[src/rtl/btn_conditioner.sv]
// -----------------------------------------------------------------------------
// btn_conditioner
//
// Purpose:
//   Conditions four raw push buttons (U, L, R, D) for a downstream FSM that
//   only looks at its inputs on a periodic sample strobe. Each button is
//   synchronized into the clk domain and debounced. A press produces a
//   one-cycle pulse, and that pulse is latched as a pending event until the
//   consumer acknowledges it with tick. Presses that arrive while the same
//   button is already pending are lost. They are counted in a saturating
//   drop counter.
//
// Ports:
//   clk        - system clock; all state changes on the rising edge
//   btnC       - asynchronous, active-high reset
//   btn_raw    - raw asynchronous buttons: bit0=U, bit1=L, bit2=R, bit3=D
//   tick       - one-cycle strobe marking the consumer's sample point;
//                clears pending events
//   btn_level  - debounced button levels
//   btn_press  - one-cycle pulse on each debounced rising edge
//   btn_held   - pending press events awaiting tick
//   btn_valid  - at least one event is pending
//   btn_sel    - index of the highest-priority pending button (U>L>R>D),
//                0 when nothing is pending
//   drop_cnt   - saturating count of cycles in which a press was lost
// -----------------------------------------------------------------------------
module btn_conditioner #(
  parameter int DEBOUNCE_CYCLES = 1000000
) (
  input  logic       clk,
  input  logic       btnC,
  input  logic [3:0] btn_raw,
  input  logic       tick,
  output logic [3:0] btn_level,
  output logic [3:0] btn_press,
  output logic [3:0] btn_held,
  output logic       btn_valid,
  output logic [1:0] btn_sel,
  output logic [3:0] drop_cnt
);

  // The counter reaches this value on the last of DEBOUNCE_CYCLES
  // consecutive samples that disagree with the current level.
  localparam logic [23:0] LAST_COUNT = 24'(DEBOUNCE_CYCLES - 1);

  logic [3:0]  sync_meta;
  logic [3:0]  sync_out;
  logic [23:0] cnt      [4];
  logic [23:0] cnt_next [4];
  logic [3:0]  level_next;
  logic [3:0]  press_next;
  logic [3:0]  held_next;
  logic        dropping;

  // Two-flop synchronizer. This is the only logic that reads btn_raw.
  always_ff @(posedge clk or posedge btnC) begin
    if (btnC) begin
      sync_meta <= '0;
      sync_out  <= '0;
    end else begin
      sync_meta <= btn_raw;
      sync_out  <= sync_meta;
    end
  end

  // Debounce decision per bit. The counter measures how long the synchronized
  // value has disagreed with the accepted level. Any agreement restarts the
  // count, so a short glitch is forgotten. When the count reaches its limit,
  // the new level is accepted and the count starts again from zero.
  always_comb begin
    level_next = btn_level;
    for (int i = 0; i < 4; i++) begin
      cnt_next[i] = '0;
      if (sync_out[i] != btn_level[i]) begin
        if (cnt[i] == LAST_COUNT) begin
          level_next[i] = sync_out[i];
        end else begin
          cnt_next[i] = cnt[i] + 24'd1;
        end
      end
    end
  end

  // The press pulse is registered in the same edge that raises the level.
  // This makes the pulse coincide with the first cycle the level reads 1.
  assign press_next = level_next & ~btn_level;

  // A press seen in the same cycle as tick is a new event and survives the
  // clear. A drop only happens when an event is still pending and nothing
  // is consuming it in this cycle.
  assign held_next = (btn_held & ~{4{tick}}) | btn_press;
  assign dropping  = (|(btn_press & btn_held)) & ~tick;

  always_ff @(posedge clk or posedge btnC) begin
    if (btnC) begin
      for (int i = 0; i < 4; i++) begin
        cnt[i] <= '0;
      end
      btn_level <= '0;
      btn_press <= '0;
      btn_held  <= '0;
      drop_cnt  <= '0;
    end else begin
      for (int i = 0; i < 4; i++) begin
        cnt[i] <= cnt_next[i];
      end
      btn_level <= level_next;
      btn_press <= press_next;
      btn_held  <= held_next;
      if (dropping && (drop_cnt != 4'hF)) begin
        drop_cnt <= drop_cnt + 4'd1;
      end
    end
  end

  // Priority select: bit0 (U) wins. The loop scans from bit3 down to bit0,
  // so the last assignment made is the lowest pending index.
  always_comb begin
    btn_sel = '0;
    for (int i = 3; i >= 0; i--) begin
      if (btn_held[i]) begin
        btn_sel = 2'(i);
      end
    end
  end

  assign btn_valid = |btn_held;

endmodule

[config.mk]
export PLATFORM = sky130hd
export DESIGN_NAME = btn_conditioner
export DESIGN_NICKNAME = d
export VERILOG_FILES = /design/src/rtl/btn_conditioner.sv
export SDC_FILE = /design/constraint.sdc
export NUM_CORES = 1
export LEC_CHECK = 0
export BUFFER_PORTS_ARGS = -buffer_cell sky130_fd_sc_hd__buf_2
export CELL_PAD_IN_SITES_DETAIL_PLACEMENT = 0
export CELL_PAD_IN_SITES_GLOBAL_PLACEMENT = 2
export CORE_ASPECT_RATIO = 1.2
export CORE_MARGIN = 8
export CORE_UTILIZATION = 40
export CTS_CLUSTER_DIAMETER = 100
export DETAILED_ROUTE_END_ITERATION = 8
export PLACE_DENSITY = 0.89
export SYNTH_ARGS = -nofsm -noshare
export SYNTH_HDL_FRONTEND = slang
export SYNTH_SLANG_ARGS = --single-unit
[constraint.sdc]
create_clock -name clk -period 4.2 [get_ports clk]
set_clock_uncertainty 0.2 [all_clocks]
set_input_delay 0.21 -clock clk [delete_from_list [all_inputs] [get_ports clk]]
set_output_delay 0.21 -clock clk [all_outputs]
set_load 0.01 [all_outputs]
After elaboration in Yosys (flattened, before gate mapping)
Cells that the tools add are included.
{"block": "word_totals", "register_bits": 120, "latchBits": 0, "ramBits": 0, "rom_bits": 0, "input_bits": 7, "output_inout_bits": 19, "word_cells": 55, "mem_count": 0}
{"block": "op_classes", "add_sub_neg": 5, "multipliers": 0, "div_mod_pow": 0, "magnitude_cmp": 0, "eq_ne": 9, "shift": 0, "mux": 20, "bitwise": 8, "n_reduce_logical": 3}
{"cell": "24-bit 2-to-1 mux", "count": 8}
{"cell": "24-bit by 1-bit adder with 24-bit output (second input constant)", "count": 4}
{"cell": "24-bit by 20-bit == test with 1-bit output (second input constant)", "count": 4}
{"cell": "4-bit bitwise AND", "count": 3}
{"cell": "1-bit 2-to-1 mux", "count": 8}
{"cell": "2-bit 2-to-1 mux", "count": 4}
{"cell": "4-bit inverter", "count": 2}
{"cell": "4-bit OR reduction", "count": 2}
{"cell": "4-bit by 1-bit adder with 4-bit output (second input constant)", "count": 1}
{"cell": "1-bit inequality test", "count": 4}
{"cell": "4-bit inequality test (second input constant)", "count": 1}
{"cell": "4-bit OR", "count": 1}
{"cell": "1-bit bitwise AND", "count": 1}
{"cell": "1-bit logical AND", "count": 1}
{"cell": "1-bit inverter", "count": 1}

Depth between registers and ports, before layout
{"block": "depth", "word_depth": 4, "mapped_depth": 7, "mapped_depth_nobuf": 5}

Worst setup path after synthesis
Ideal clock, no wire load.
{"block": "synth_path", "path_kind": "register to register", "start": "register cnt[0] (netlist bit)", "end": "register cnt[18] (netlist bit)", "setup_ps": 78, "arrival_ps": 1929, "t_required_ps": 3922, "slack_ps": 1993, "stages_incl_launch_ff": 7, "n_path_buf": 1, "period_less_slack_ps": 2207, "path_cell_list": "dfrtp_1 ha_1 nand3_1 or4_4 buf_6 or4_1 a21oi_1"}
{"element": "from (decl)", "line": "48", "rtl": "logic [23:0] cnt [4];"}
{"element": "from (signal, indexed assignment)", "line": "105", "rtl": "cnt[i] <= cnt_next[i];"}

==> key figures <==
Outcome
  • Result of the run: completed

Logic synthesis
  • Mapped Cells: 578
  • Synthesized flop and latch total: between 100 and 150
  • Predominant post-synthesis flop cell: sky130_fd_sc_hd__dfrtp_1
  • FFs w/ async S/R, synth: 100.0%
  • Ys Warns: 0
  • Mapped Area: 5813 sq um
  • Mapped Avg Cell Area: 10.06 sq um
  • Syn Nets: 590
  • Sequential element share of the synthesized area: 51.66%
  • EDFF count, synth: 0
  • Count of cell types in the netlist: 44

Pwr
  • Leakage power: 2.786 nW
  • Power per standard cell area: 393.0 nW/um^2
  • Maximum vdd drop: 0.3034 mV

Floorplanning
  • DIE AREA: 18,660 sq um
  • DIE HEIGHT: 148.1 um
  • Initial cell density of the core: between 40% and 50%
  • Number of standard-cell rows in the floorplan: 48
  • Die X: 126.1 um
  • Top Ports: 26
  • Core outline area: approximately 14,000 sq um

Route
  • First-pass iteration count of the detailed router: 4
  • WL/cell: 14.79 um
  • Remaining DRCs: 0
  • Vias per cell: 5.566
  • Total via count after detailed routing: 4,458
  • Drt total wl: 11,850 um
  • Number of routed nets with antenna violations: 0
  • First-iteration detailed-routing DRC count: 299

Cells and area
  • Antenna diode count: 0
  • Storage cell area: 3003 sq um
  • Most common cell after layout, fill and taps aside: sky130_fd_sc_hd__dfrtp_1
  • Total area of multi-input combinational cells: between 2000 and 3000 sq um
  • NumNets Final: about 630
  • Proportion of layout cells with a drive suffix above 1: 12.78%
  • Post-layout instance count excluding filler cells: ~800
  • Area Growth Syn to Fin: 16.06%
  • Most used cells in the layout excluding fill and tap cells: 120 x sky130_fd_sc_hd__dfrtp_1, 68 x sky130_fd_sc_hd__nor2_1, 38 x sky130_fd_sc_hd__a21oi_1
  • Number of fill cells: 1,349

Clocking
  • Setup Buffers After CTS: 0
  • Clock tree from TritonCTS: built
  • CTS clk-pin slew, worst paths: 0.05 ns
  • Clock Path Buffers: 2
  • Clk sink count: 120
  • Cell at the root of the clock tree: sky130_fd_sc_hd__clkbuf_16
  • Clk_lat worst skew: 0.42 ns
  • Clock H-tree levels: 4
  • Total of cells resized after clock tree synthesis: 0
  • Total CTS buffers: 17

STA
  • Ratio of final minimum period to clock period: a little under three fifths
  • Minimum period implied by the final worst setup slack: 2.384 ns
  • Final Hold Viols: 0
  • Final Max Slew Viols: 0
  • Final setup violation count: 0
  • Setup repair after global routing missed its margin: false
  • Worst-case headroom to the max-slew limit: 49.09%
  • Post-Route Setup TNS: 0 ns
  • Max Clock Freq: about 420 MHz
  • Actual slew at the worst max-slew pin: 0.7637 ns

Placed design
  • Placed Cells: 764
  • Count of port buffers added during placement: 25
  • Global placement routability congestion: slightly below 0.8
  • DP HPWL: around 8100 um

Global route
  • Met3 usage: 3.653%
  • Grt peak-use layer: met2
  • Gr ovfl total: 0
  • Total GRT Usage: 13.54%
  • Largest net degree at the start of global routing: 63
  • Number of global-route vias before repair: 4,376
  • Met2 track demand over resource in global routing: 22.29%
  • Grt met1 use: 16.02%
  • Initial antenna violation count: 0
  • Global-route wire length before repair: slightly above 20,000 um

Setup path
  • Required time of the critical path: 4.28 ns
  • Critical path arrival: approximately 2.5 ns
  • Type of destination of the critical path: register
  • Kind of launch point of the worst setup path: register
  • Critical path peak fanout: 16
  • Critical path start-end classification: register to register

Worst hold path
  • Classification of the worst-slack hold path: register to register

Run
  • Count of max-cap constraint violations: 0
registers in the layout, summed over array words and instances, names as in the netlist:
name,flops
btn_press,4
cnt,96
sync_meta,4
btn_held,4
drop_cnt,4
sync_out,4
btn_level,4
Yosys cell counts (2+ instances only):
library cell	instances	area, sq um
sky130_fd_sc_hd__a21o_1	4	30.03
sky130_fd_sc_hd__a21oi_1	38	190.2
sky130_fd_sc_hd__a22oi_1	2	15.01
sky130_fd_sc_hd__and2_1	3	18.77
sky130_fd_sc_hd__and3_1	8	50.05
sky130_fd_sc_hd__and3b_1	3	26.28
sky130_fd_sc_hd__and4_1	8	70.07
sky130_fd_sc_hd__buf_2	5	25.02
sky130_fd_sc_hd__buf_6	3	33.78
sky130_fd_sc_hd__clkbuf_1	11	41.29
sky130_fd_sc_hd__dfrtp_1	120	3003
sky130_fd_sc_hd__ha_1	5	62.56
sky130_fd_sc_hd__inv_1	19	71.32
sky130_fd_sc_hd__mux2_2	5	56.30
sky130_fd_sc_hd__nand2_1	28	105.1
sky130_fd_sc_hd__nand3_1	31	155.2
sky130_fd_sc_hd__nand4_1	29	181.4
sky130_fd_sc_hd__nor2_1	68	255.2
sky130_fd_sc_hd__nor3_1	14	70.07
sky130_fd_sc_hd__nor4_1	12	75.07
sky130_fd_sc_hd__nor4b_1	8	70.07
sky130_fd_sc_hd__o21ai_0	16	80.08
sky130_fd_sc_hd__o31ai_1	24	180.2
sky130_fd_sc_hd__or3_1	16	100.1
sky130_fd_sc_hd__or4_1	22	165.2
sky130_fd_sc_hd__or4_4	3	33.78
sky130_fd_sc_hd__xnor2_1	31	271.5
sky130_fd_sc_hd__xor2_1	26	227.7
cell families after synthesis:
group | after synthesis | share of synthesized area [%]
AND/OR/NAND/NOR | 263 | 25.42
flip-flops | 120 | 51.66
AO/OA/AOI/OAI | 89 | 9.277
XOR/XNOR | 57 | 8.588
buffers and inverters | 39 | 3.013
multiplexers | 5 | 0.9685
adder cells (fa/ha/maj) | 5 | 1.076
stage by stage:
stage	worst slack (ns)	util [%]	power (W)	cell area [sq um]	hold WS, ns
after floorplan	0.6042	-	0.001249	5813	0.04143
after global placement	1.874	42.82	0.001272	6121	0.1199
after detailed placement	1.816	42.82	0.001275	6121	0.1194
after CTS	1.799	47.20	0.002693	6746	0.1501
after global routing	1.593	47.20	0.002753	6746	0.1541
final	1.816	47.20	0.002651	6746	0.1482
worst max-delay path: stages, from the launching register on:
cell	delay, ns
sky130_fd_sc_hd__dfrtp_1	0.44
sky130_fd_sc_hd__nor4b_1	0.40
sky130_fd_sc_hd__nand4_1	0.20
sky130_fd_sc_hd__o31ai_2	0.61
sky130_fd_sc_hd__buf_4	0.33
sky130_fd_sc_hd__a21oi_1	0.07
report_power, final:
group / switching (W) / total (W) / internal [W]
Combinational: 0.0000499 / 0.0000716 / 0.0000217
Sequential: 0.0000137 / 0.00118 / 0.00117
Clock: 0.000498 / 0.00139 / 0.000896
Total: 0.000562 / 0.00265 / 0.00209
final timing paths:
path | from | endpoint | slack, ns | depth (start not counted)
max in group asynchronous | btnC | cnt[66] | 2.62 | 4
worst max-delay path | cnt[15] | cnt[17] | 1.82 | 5
worst min register to register | sync_meta[0] | sync_out[0] | 0.15 | 0
min in group asynchronous | btnC | cnt[79] | 0.28 | 3
worst max register to register | cnt[15] | cnt[17] | 1.82 | 5
worst min-delay path | sync_meta[0] | sync_out[0] | 0.15 | 0
cell type report:
| cell class | instances | area share (%) |
|---|---|---|
| clock inverter | 8 | 1.447 |
| timing repair buffer | 37 | 3.412 |
| inverter | 19 | 1.094 |
| clock buffer | 23 | 6.936 |
| sequential | 120 | 44.51 |
| multi-input combinational | 419 | 39.35 |
| tap | 175 | 3.246 |
what timing repair did:
| item | CTS | global route |
|---|---|---|
| endpoints found under the hold margin | 68 | 0 |
| hold buffers | 6 | 0 |
| endpoints found under the setup margin | 0 | 0 |
routing by layer:
| layer | up-vias | share of wire [%] | routed length (um) |
|---|---|---|---|
| met3 | 18 | 3.8 | 452 |
| met2 | 61 | 48 | 5690 |
| met4 | 0 | 1.8 | 216 |
| met5 | - | 0 | 0 |
| li1 | 2179 | - | - |
| met1 | 2200 | 46 | 5490 |
Power figures use the tool's default switching activity.
